--- config.mk ---
export PLATFORM = sky130hd
export DESIGN_NAME = route_sequencer
export DESIGN_NICKNAME = d
export VERILOG_FILES = /design/src/rtl/route_pkg.sv /design/src/rtl/route_sequencer_cycle_timer.sv /design/src/rtl/route_sequencer.sv
export SDC_FILE = /design/constraint.sdc
export NUM_CORES = 1
export LEC_CHECK = 0
export BUFFER_PORTS_ARGS = -buffer_cell sky130_fd_sc_hd__buf_4
export CAP_MARGIN = 15
export CORE_MARGIN = 5
export CORE_UTILIZATION = 54
export DETAILED_ROUTE_END_ITERATION = 10
export GPL_TIMING_DRIVEN = 0
export PLACE_DENSITY = 0.74
export SLEW_MARGIN = 20
export SYNTH_ARGS = -nofsm -noshare
export SYNTH_HDL_FRONTEND = slang
export SYNTH_SLANG_ARGS = --single-unit
export TNS_END_PERCENT = 5
--- constraint.sdc ---
create_clock -name clk -period 2.33 [get_ports clk]
set_input_delay 0.466 -clock clk [delete_from_list [all_inputs] [get_ports clk]]
set_output_delay 0.466 -clock clk [all_outputs]
set_load 0.03 [all_outputs]
--- src/rtl/route_pkg.sv ---
// Shared types and constants for the route sequencer: action codes, the
// STOP direction code, the controller state encoding and direction levels.
package route_pkg;

  typedef enum logic [1:0] {
    ACT_CONTINUE = 2'b00,
    ACT_REVERSE  = 2'b01,
    ACT_PAUSE    = 2'b10,
    ACT_HALT     = 2'b11
  } action_t;

  localparam logic [3:0] DIR_STOP = 4'b1111;

  typedef enum logic [2:0] {
    IDLE    = 3'd0,
    BLANK   = 3'd1,
    RUN     = 3'd2,
    QUALIFY = 3'd3,
    DWELL   = 3'd4,
    DONE    = 3'd5
  } state_t;

  localparam logic FORWARDS  = 1'b1;
  localparam logic BACKWARDS = 1'b0;

  // Largest of three counts; sizes the shared timer.
  function automatic int max3(input int a, input int b, input int c);
    int m;
    m = a;
    if (b > m) m = b;
    if (c > m) m = c;
    return m;
  endfunction

endpackage

--- src/rtl/route_sequencer_cycle_timer.sv ---
// cycle_timer: loadable down-counter that stops at zero. expire is high
// while the count sits at zero, so a phase loaded with N-1 lasts N cycles.
module cycle_timer
  import route_pkg::*;
#(
  parameter int W = 8
) (
  input  logic         clk,
  input  logic         rst_n,
  input  logic         load,
  input  logic         en,
  input  logic [W-1:0] load_val,
  output logic         expire
);

  logic [W-1:0] cnt;

  // Load has priority; decrement saturates at zero so the count never wraps.
  always_ff @(posedge clk) begin
    if (!rst_n) begin
      cnt <= '0;
    end else if (load) begin
      cnt <= load_val;
    end else if (en && (cnt != '0)) begin
      cnt <= cnt - W'(1);
    end
  end

  assign expire = (cnt == '0);

endmodule

--- src/rtl/route_sequencer.sv ---
// route_sequencer: mission controller. Qualifies STOP codes on DIR into
// events and, at each event, runs the next route-table action (continue,
// reverse, pause, halt) while gating the motors for a dwell period.
// Build option: define ROUTE_LOOP_EN to wrap the route back to entry 0
// after the last entry instead of finishing in DONE.
//
// cfg_we is a single-cycle write strobe with no back-pressure: a write is
// committed at the edge where cfg_we is high only if the controller is in
// IDLE or DONE and abort is low; otherwise it is dropped without notice.
module route_sequencer
  import route_pkg::*;
#(
  parameter int ROUTE_LEN    = 8,
  parameter int STOP_QUAL    = 3_000,
  parameter int STOP_DWELL   = 15_000,
  parameter int PAUSE_DWELL  = 60_000,
  parameter int RESUME_BLANK = 30_000
) (
  input  logic                         clk,
  input  logic                         rst_n,
  input  logic                         start,
  input  logic                         abort,
  input  logic [3:0]                   DIR,
  input  logic                         cfg_we,
  input  logic [$clog2(ROUTE_LEN)-1:0] cfg_addr,
  input  logic [1:0]                   cfg_data,
  output logic                         Direction,
  output logic                         motor_en,
  output logic [$clog2(ROUTE_LEN)-1:0] step_idx,
  output logic                         busy,
  output logic                         done,
  output logic [2:0]                   dbg_state
);

  localparam int IW   = $clog2(ROUTE_LEN);
  localparam int MAXC = max3(RESUME_BLANK, STOP_QUAL, STOP_DWELL + PAUSE_DWELL);
  localparam int TW   = (MAXC > 1) ? $clog2(MAXC) : 1;

  // Timer load values are count-1 because the terminal cycle is the zero
  // count. The qualify load is count-2 because the RUN cycle that first
  // sees STOP already counts as the first qualifying cycle (STOP_QUAL >= 2).
  localparam logic [TW-1:0] LD_BLANK = TW'(RESUME_BLANK - 1);
  localparam logic [TW-1:0] LD_QUAL  = TW'(STOP_QUAL - 2);
  localparam logic [TW-1:0] LD_DWELL = TW'(STOP_DWELL - 1);
  localparam logic [TW-1:0] LD_PAUSE = TW'(STOP_DWELL + PAUSE_DWELL - 1);
  localparam logic [IW-1:0] LAST_IDX = IW'(ROUTE_LEN - 1);

`ifdef ROUTE_LOOP_EN
  localparam logic LOOP_EN = 1'b1;
`else
  localparam logic LOOP_EN = 1'b0;
`endif

  state_t          state_q, state_d;
  action_t         act_q, act_d;
  logic            dir_d, men_d, busy_d, done_d;
  logic [IW-1:0]   idx_d;
  logic [1:0]      tbl [ROUTE_LEN];
  logic            tmr_load, tmr_en, tmr_exp;
  logic [TW-1:0]   tmr_val;
  logic            cfg_ok;

  cycle_timer #(.W(TW)) u_timer (
    .clk      (clk),
    .rst_n    (rst_n),
    .load     (tmr_load),
    .en       (tmr_en),
    .load_val (tmr_val),
    .expire   (tmr_exp)
  );

  assign cfg_ok    = cfg_we && !abort && ((state_q == IDLE) || (state_q == DONE));
  assign busy_d    = (state_d == BLANK) || (state_d == RUN) ||
                     (state_d == QUALIFY) || (state_d == DWELL);
  assign done_d    = (state_d == DONE);
  assign dbg_state = state_q;

  // Route table: cleared by reset, kept across abort, writable only when idle.
  always_ff @(posedge clk) begin
    if (!rst_n) begin
      for (int i = 0; i < ROUTE_LEN; i++) tbl[i] <= ACT_CONTINUE;
    end else if (cfg_ok) begin
      tbl[cfg_addr] <= cfg_data;
    end
  end

  // State and registered outputs; outputs follow the state being entered.
  always_ff @(posedge clk) begin
    if (!rst_n) begin
      state_q   <= IDLE;
      act_q     <= ACT_CONTINUE;
      Direction <= FORWARDS;
      motor_en  <= 1'b0;
      step_idx  <= '0;
      busy      <= 1'b0;
      done      <= 1'b0;
    end else begin
      state_q   <= state_d;
      act_q     <= act_d;
      Direction <= dir_d;
      motor_en  <= men_d;
      step_idx  <= idx_d;
      busy      <= busy_d;
      done      <= done_d;
    end
  end

  // Next-state, next-output and timer control for the sequencer.
  always_comb begin
    state_d  = state_q;
    act_d    = act_q;
    dir_d    = Direction;
    men_d    = motor_en;
    idx_d    = step_idx;
    tmr_load = 1'b0;
    tmr_en   = 1'b0;
    tmr_val  = LD_BLANK;

    if (abort) begin
      state_d = IDLE;
      dir_d   = FORWARDS;
      men_d   = 1'b0;
      idx_d   = '0;
    end else begin
      case (state_q)
        IDLE, DONE: begin
          if (start) begin
            state_d  = BLANK;
            dir_d    = FORWARDS;
            men_d    = 1'b1;
            idx_d    = '0;
            tmr_load = 1'b1;
            tmr_val  = LD_BLANK;
          end
        end
        BLANK: begin
          if (tmr_exp) state_d = RUN;
          else         tmr_en  = 1'b1;
        end
        RUN: begin
          if (DIR == DIR_STOP) begin
            state_d  = QUALIFY;
            tmr_load = 1'b1;
            tmr_val  = LD_QUAL;
          end
        end
        QUALIFY: begin
          if (DIR != DIR_STOP) begin
            state_d = RUN;
          end else if (tmr_exp) begin
            state_d  = DWELL;
            men_d    = 1'b0;
            act_d    = action_t'(tbl[step_idx]);
            tmr_load = 1'b1;
            tmr_val  = (act_d == ACT_PAUSE) ? LD_PAUSE : LD_DWELL;
          end else begin
            tmr_en = 1'b1;
          end
        end
        DWELL: begin
          if (!tmr_exp) begin
            tmr_en = 1'b1;
          end else if (act_q == ACT_HALT) begin
            state_d = DONE;
          end else begin
            if (act_q == ACT_REVERSE) dir_d = ~Direction;
            idx_d = step_idx + IW'(1);
            if ((step_idx == LAST_IDX) && !LOOP_EN) begin
              state_d = DONE;
            end else begin
              state_d  = BLANK;
              men_d    = 1'b1;
              tmr_load = 1'b1;
              tmr_val  = LD_BLANK;
            end
          end
        end
        default: state_d = IDLE;
      endcase
    end
  end

endmodule

-- After elaboration in Yosys (flattened, before gate mapping)
Memories as Yosys holds them, arrays and structs flattened. A register that Yosys moved wholly into a read port is not among the register bits.
Cells that the tools add are included.
- flip-flop bits (word level): 29
- RAM bits: 16
- input bits: 14
- memories: 1
- $add $sub $neg: 2
- equality and inequality tests: 23
- muxes and demuxes: 55
- bitwise gates (word level): 4
- reduce and logical (&&, ||, !) cells: 22
- memories (memory ; depth ; width ; read ports ; clocked after Yosys merged registers in ; write ports ; RTL line ; source):
    tbl ; 8 ; 2 ; 1 ; 1 ; 8 ; route_sequencer.sv:58 ; logic [1:0] tbl [ROUTE_LEN];
- operators by type and width (operator ; number):
    $mux 17 ; 6
    $mux 3 ; 15
    $pmux 17 s2 ; 1
    $mux 1 ; 25
    $logic_not 17->1 ; 1
    $reduce_bool 17->1 ; 1
    $sub 17x1->17 const B ; 1
    $eq 3x3->1 const B ; 5
    $mux 15 ; 1
    $pmux 3 s5 ; 1
    $ne 2x2->1 const B ; 7
    $eq 3x2->1 const B ; 4
    $reduce_and 4->1 ; 2
    $reduce_or 2->1 ; 4
    $reduce_and 7->1 ; 1
    $eq 3x1->1 const B ; 2
    $pmux 3 s2 ; 1
    $reduce_and 5->1 ; 1
    $eq 2x2->1 const B ; 2
    $eq 4x4->1 const B ; 1
    $logic_or 1x1->1 ; 4
    $ne 4x4->1 const B ; 1
    $not 1->1 ; 4
    $pmux 1 s2 ; 2
    10 further kinds ; 13

-- Longest topological paths before layout
- word-level depth: 10
- depth in mapped cells: 9

-- Modules after synthesis
From an unflattened synthesis, not the netlist that was laid out.
- cells, all modules: 304
- area total of the unflattened synthesis: 2741.4 sq um
- by module, submodules not included (module ; times used ; cells each ; area each (sq um)):
    route_sequencer ; 1 ; 175 ; 1690.4
    cycle_timer ; 1 ; 129 ; 1051.0

-- Worst setup path before layout
Ideal clock, no wire load.
- path kind: reg-to-reg
- start point: register u_timer.cnt[11]
- end point: register u_timer.cnt[6]
- setup time: 0.120 ns
- arrival time: 2.098 ns
- setup slack: 0.113 ns
- cell stages (with the launch flop): 7
- buffers on the path: 0
- period minus slack after synthesis: 2.217 ns
- cells stage by stage: dfxtp_1 > or4_4 > nor4_4 > nand2_4 > a31o_4 > o311a_1 > o31a_1
- word-level cells in the longest chain between the ends: 7
- ends and longest elaborated chain (what ; RTL line ; source):
    start, declared ; route_sequencer_cycle_timer.sv:16 ; logic [W-1:0] cnt;
    start signal, assigned ; route_sequencer_cycle_timer.sv:23 ; cnt <= load_val;
    start signal, assigned ; route_sequencer_cycle_timer.sv:25 ; cnt <= cnt - W'(1);
    $logic_not 17->1 ; route_sequencer_cycle_timer.sv:29 ; assign expire = (cnt == '0);
    $mux 1 ; route_sequencer.sv:137, route_sequencer.sv:150, route_sequencer.sv:161 ;
    $mux 1 ; route_sequencer.sv:148 ; if (DIR != DIR_STOP) begin
    $pmux 1 s2 ; route_sequencer.sv:125 ; case (state_q)
    $mux 1 ; route_sequencer.sv:119 ; if (abort) begin
    $logic_and 1x1->1 ; route_sequencer_cycle_timer.sv:24 ; end else if (en && (cnt != '0)) begin
    $reduce_bool 2->1 (no line) ; n/a ;
Parallel ways exist; a longest one is shown, timed or not.
A chain may end at the register's enable or synchronous reset.

-- Final worst setup path
- start point: register u_timer.cnt[4]
- end point: register u_timer.cnt[6]
- word-level cells in the longest chain between the ends: 7
- ends and longest elaborated chain (what):
    parallel branches: the longest is 7 deep, another holds $sub 17x1->17
Parallel ways; which one is timed is not known. The select of a mux whose other input is x is not followed.

==> flow_summary_export.csv <==
group,metric,value,unit
outcome,status,"complete, no violations",
logic_synthesis,yosys_warnings,0,
logic_synthesis,synth_edf_count,16,
floorplanning,start_util,56.6,%
timing,setup_viol,0,
drt,wl_met3,342,microns
global_route,track_usage,20.6,%
floorplanning,dieArea,0.00657,sq mm
logic_synthesis,ys_ff_latch,48,
drt,drtPass1Iterations,4,
timing,fin_hold_ws,0.438,ns
cells_and_area,layout_commonest_cell,"nor2_1",
power,peakVddDrop,322,uV
timing,slew_headroom,57.5,%
critical_path,worstSetupEndpoint,"u_timer.cnt[6]",
critical_path,crit_buf_inv,1,
job,drv_cap,0,
drt,met2WireLength,3330,microns
clock_tree,root_buffer,"clkbuf_8",
timing,finalHoldViolCount,0,
clock_tree,cts.sinks,48,
timing,worst_pin_slew,0.632,ns
floorplanning,die_y,81.1,microns
critical_path,max_stage_delay,0.60,ns
global_route,gr-total-overflow,0,
timing,slew_violations,0,
timing,fin_crit_sh,97.4,%
drt,wl_met1,2570,microns
floorplanning,dieWidth,81.1,microns
cells_and_area,layout.cells.non_filler,394,
critical_path,arrival,2.47,ns
cells_and_area,multiInputGateArea,0.00153,sq mm
logic_synthesis,synth.cell_area,0.00273,sq mm
place,dp.cells,383,
cells_and_area,final_cell_mix,"39 x nor2_1, 32 x dfxtp_1, 25 x buf_4, 18 x nand2_1, 16 x edfxtp_1",
timing,rsz0062_at_grt,"yes",
logic_synthesis,async_flop_share,0,%
logic_synthesis,synth_flop_cell,"dfxtp_1",
logic_synthesis,ys_seq_area_share,41.1,%
floorplanning,io_pins,24,
logic_synthesis,syn-mean-instance-area,9.25,sq um
global_route,grt_pass1_vias,2272,
floorplanning,rows,25,
critical_path,reg2reg_depth,7,
drt,num_vias,2349,
logic_synthesis,ys_types,58,
min_path,hold_path.class,"primary input to flop",
critical_path,crit_type,"flop to flop",
global_route,antenna_found_initial,0,
timing,period_minus_slack,2.27,ns
cells_and_area,layout.nets,344,
logic_synthesis,synth_cells,295,
clock_tree,cts_buffers,5,
drt,drc,0,
cells_and_area,postLayoutCoreUtil,64.5,%
logic_synthesis,yosys-top-cells-area,"dfxtp_1 23%, edfxtp_1 18%, nor2_1 5.4%",
timing,finClkSkew,0.00321,ns
clock_tree,hold_buffers,0,
cells_and_area,area_delta_synth_final,13.9,%
drt,wl,6360,microns
cells_and_area,fillCellCount,422,
logic_synthesis,synth_nets,313,
drt,drt_iter0_markers,205,
clock_tree,clk_path_buf_depth,2,
critical_path,cp_max_fo,6,
logic_synthesis,yosysTopAreaCellShare,23.5,%
floorplanning,core,0.00482,sq mm
global_route,grt_pass1_wl,10400,microns
cells_and_area,antenna_cells,0,
critical_path,cp_slowest_cell,"or4_4",
critical_path,startpoint_type,"flop",
timing,fmax,0.441,GHz
power,p_leak,1.18,nW
critical_path,critPathLaunch,"u_timer.cnt[4]",
cells_and_area,seqCellArea,0.00112,sq mm
critical_path,worstPathRequired,2.53,ns
logic_synthesis,synth_top_cell_by_area,"dfxtp_1",
drt,avgViaCountPerCell,5.96,
power,p_per_area,655,mW/mm^2
cells_and_area,design_area,0.00311,sq mm
place,hpwl,4810,microns
critical_path,critical_path.top_delay_family,"simple AND/OR/NAND/NOR gates",
critical_path,r2r-end,"u_timer.cnt[6]",
critical_path,regToRegSetupSlack,0.06,ns
clock_tree,clock_latency,0.30,ns
critical_path,end_kind,"flop",
drt,ant_nets,0,
place,place_area,0.00297,sq mm
clock_tree,cts_max_level,2,
critical_path,crit_chain,"or4_4 -> nor4_4 -> buf_6 -> nand2_4 -> a31o_4 -> o311a_1 -> o31a_1",
clock_tree,cts_tree,"yes",
critical_path,r2r_start,"u_timer.cnt[4]",
clock_tree,clk_pin_slew_worst_paths,0.09,ns
global_route,grt_max_degree,15,
cells_and_area,drive_gt1_share,17.7,%
drt,routed.top_layer,"met4",
critical_path,path_depth,7,
drt,wl_per_cell,16.1,microns
place,port_buffers,21,
place,place_congestion,0.901,
[report_power, final]
part           switching, mW  leakage, nW  total, mW  internal, mW
sequential            0.0520        0.425      0.967         0.915
combinational          0.346        0.715      0.581         0.234
clock                  0.281       0.0388      0.490         0.209
total                  0.680         1.18       2.04          1.36
[registers in the layout, summed over array words and instances, names as in the netlist, named ones only]
register	flops
tbl	16
step_idx	3
done	1
u_timer.cnt	17
act_q	2
motor_en	1
busy	1
Direction	1
dbg_state	3
[worst reg2reg max path: cells and delay by family, from the launching register on]
family	cells	cell delay (ns)
and+or+nand+nor	3	0.92
buffers and inverters	1	0.18
DFF	1	0.36
AOI/OAI and AO/OA	3	0.70
[timing repair]
item,4_1_cts,5_1_grt
setup endpoints to repair,8,15
gates resized for setup,0,7
buffers inserted,1,3
pin swaps,1,1
[layout make-up]
class | instances | share of cell area [%]
plain buffers | 11 | 1.61
clock buffers | 6 | 2.33
clock inverters | 2 | 0.362
inverters | 13 | 1.57
multi-input cells | 222 | 49.2
flip-flops and latches | 48 | 36.1
well taps | 67 | 2.70
repair buffers | 25 | 6.16
[layer usage]
metal  vias up  track usage [%]
met3        11             3.44
li1       1148                -
met1      1102             24.5
met4         0             6.59
met5         -                0
met2        88             37.4
[kinds of logic after synthesis]
logic type / after synthesis / synth area share [%]
DFF: 48 / 41.1
buffers and inverters: 25 / 3.62
muxes: 11 / 6.46
xor gates and xnor gates: 13 / 4.17
and+or+nand+nor: 131 / 25.7
AOI/OAI and AO/OA: 63 / 17.1
adders and majority gates: 4 / 1.83
[worst min-delay path by stage]
stage | slack (ns) | start | cells past startpoint | endpoint
2_1_floorplan | 0.47 | u_timer.cnt[8] | 1 | u_timer.cnt[8]
3_3_place_gp | 0.51 | motor_en | 1 | motor_en
3_5_place_dp | 0.50 | motor_en | 1 | motor_en
4_1_cts | 0.43 | abort | 3 | Direction
5_1_grt | 0.47 | abort | 3 | Direction
6_report | 0.44 | abort | 3 | Direction
[synth_stat cells (all sizes together), types with 4 or more instances]
| library cell | number |
|---|---|
| nand4 | 8 |
| a31oi | 4 |
| xnor2 | 7 |
| nand3 | 9 |
| inv | 12 |
| nor4 | 5 |
| dfxtp | 32 |
| edfxtp | 16 |
| nor3 | 14 |
| nand2b | 8 |
| clkbuf | 8 |
| o21ai | 15 |
| nand2 | 19 |
| xor2 | 6 |
| nor2 | 39 |
| a21oi | 16 |
| buf | 4 |
| ha | 4 |
| mux4 | 5 |
| and3 | 6 |
[through the flow]
step	setup TNS, ns	worst slack, ns	power, mW
floorplan	0	0.113	1.39
global placement	-0.291	-0.0817	1.51
detailed placement	-0.128	-0.0630	1.52
CTS	0	0.0477	2.02
global route	-0.108	-0.0320	2.13
finish	0	0.0615	2.04
Note: power is estimated with default switching activity, not from simulation.
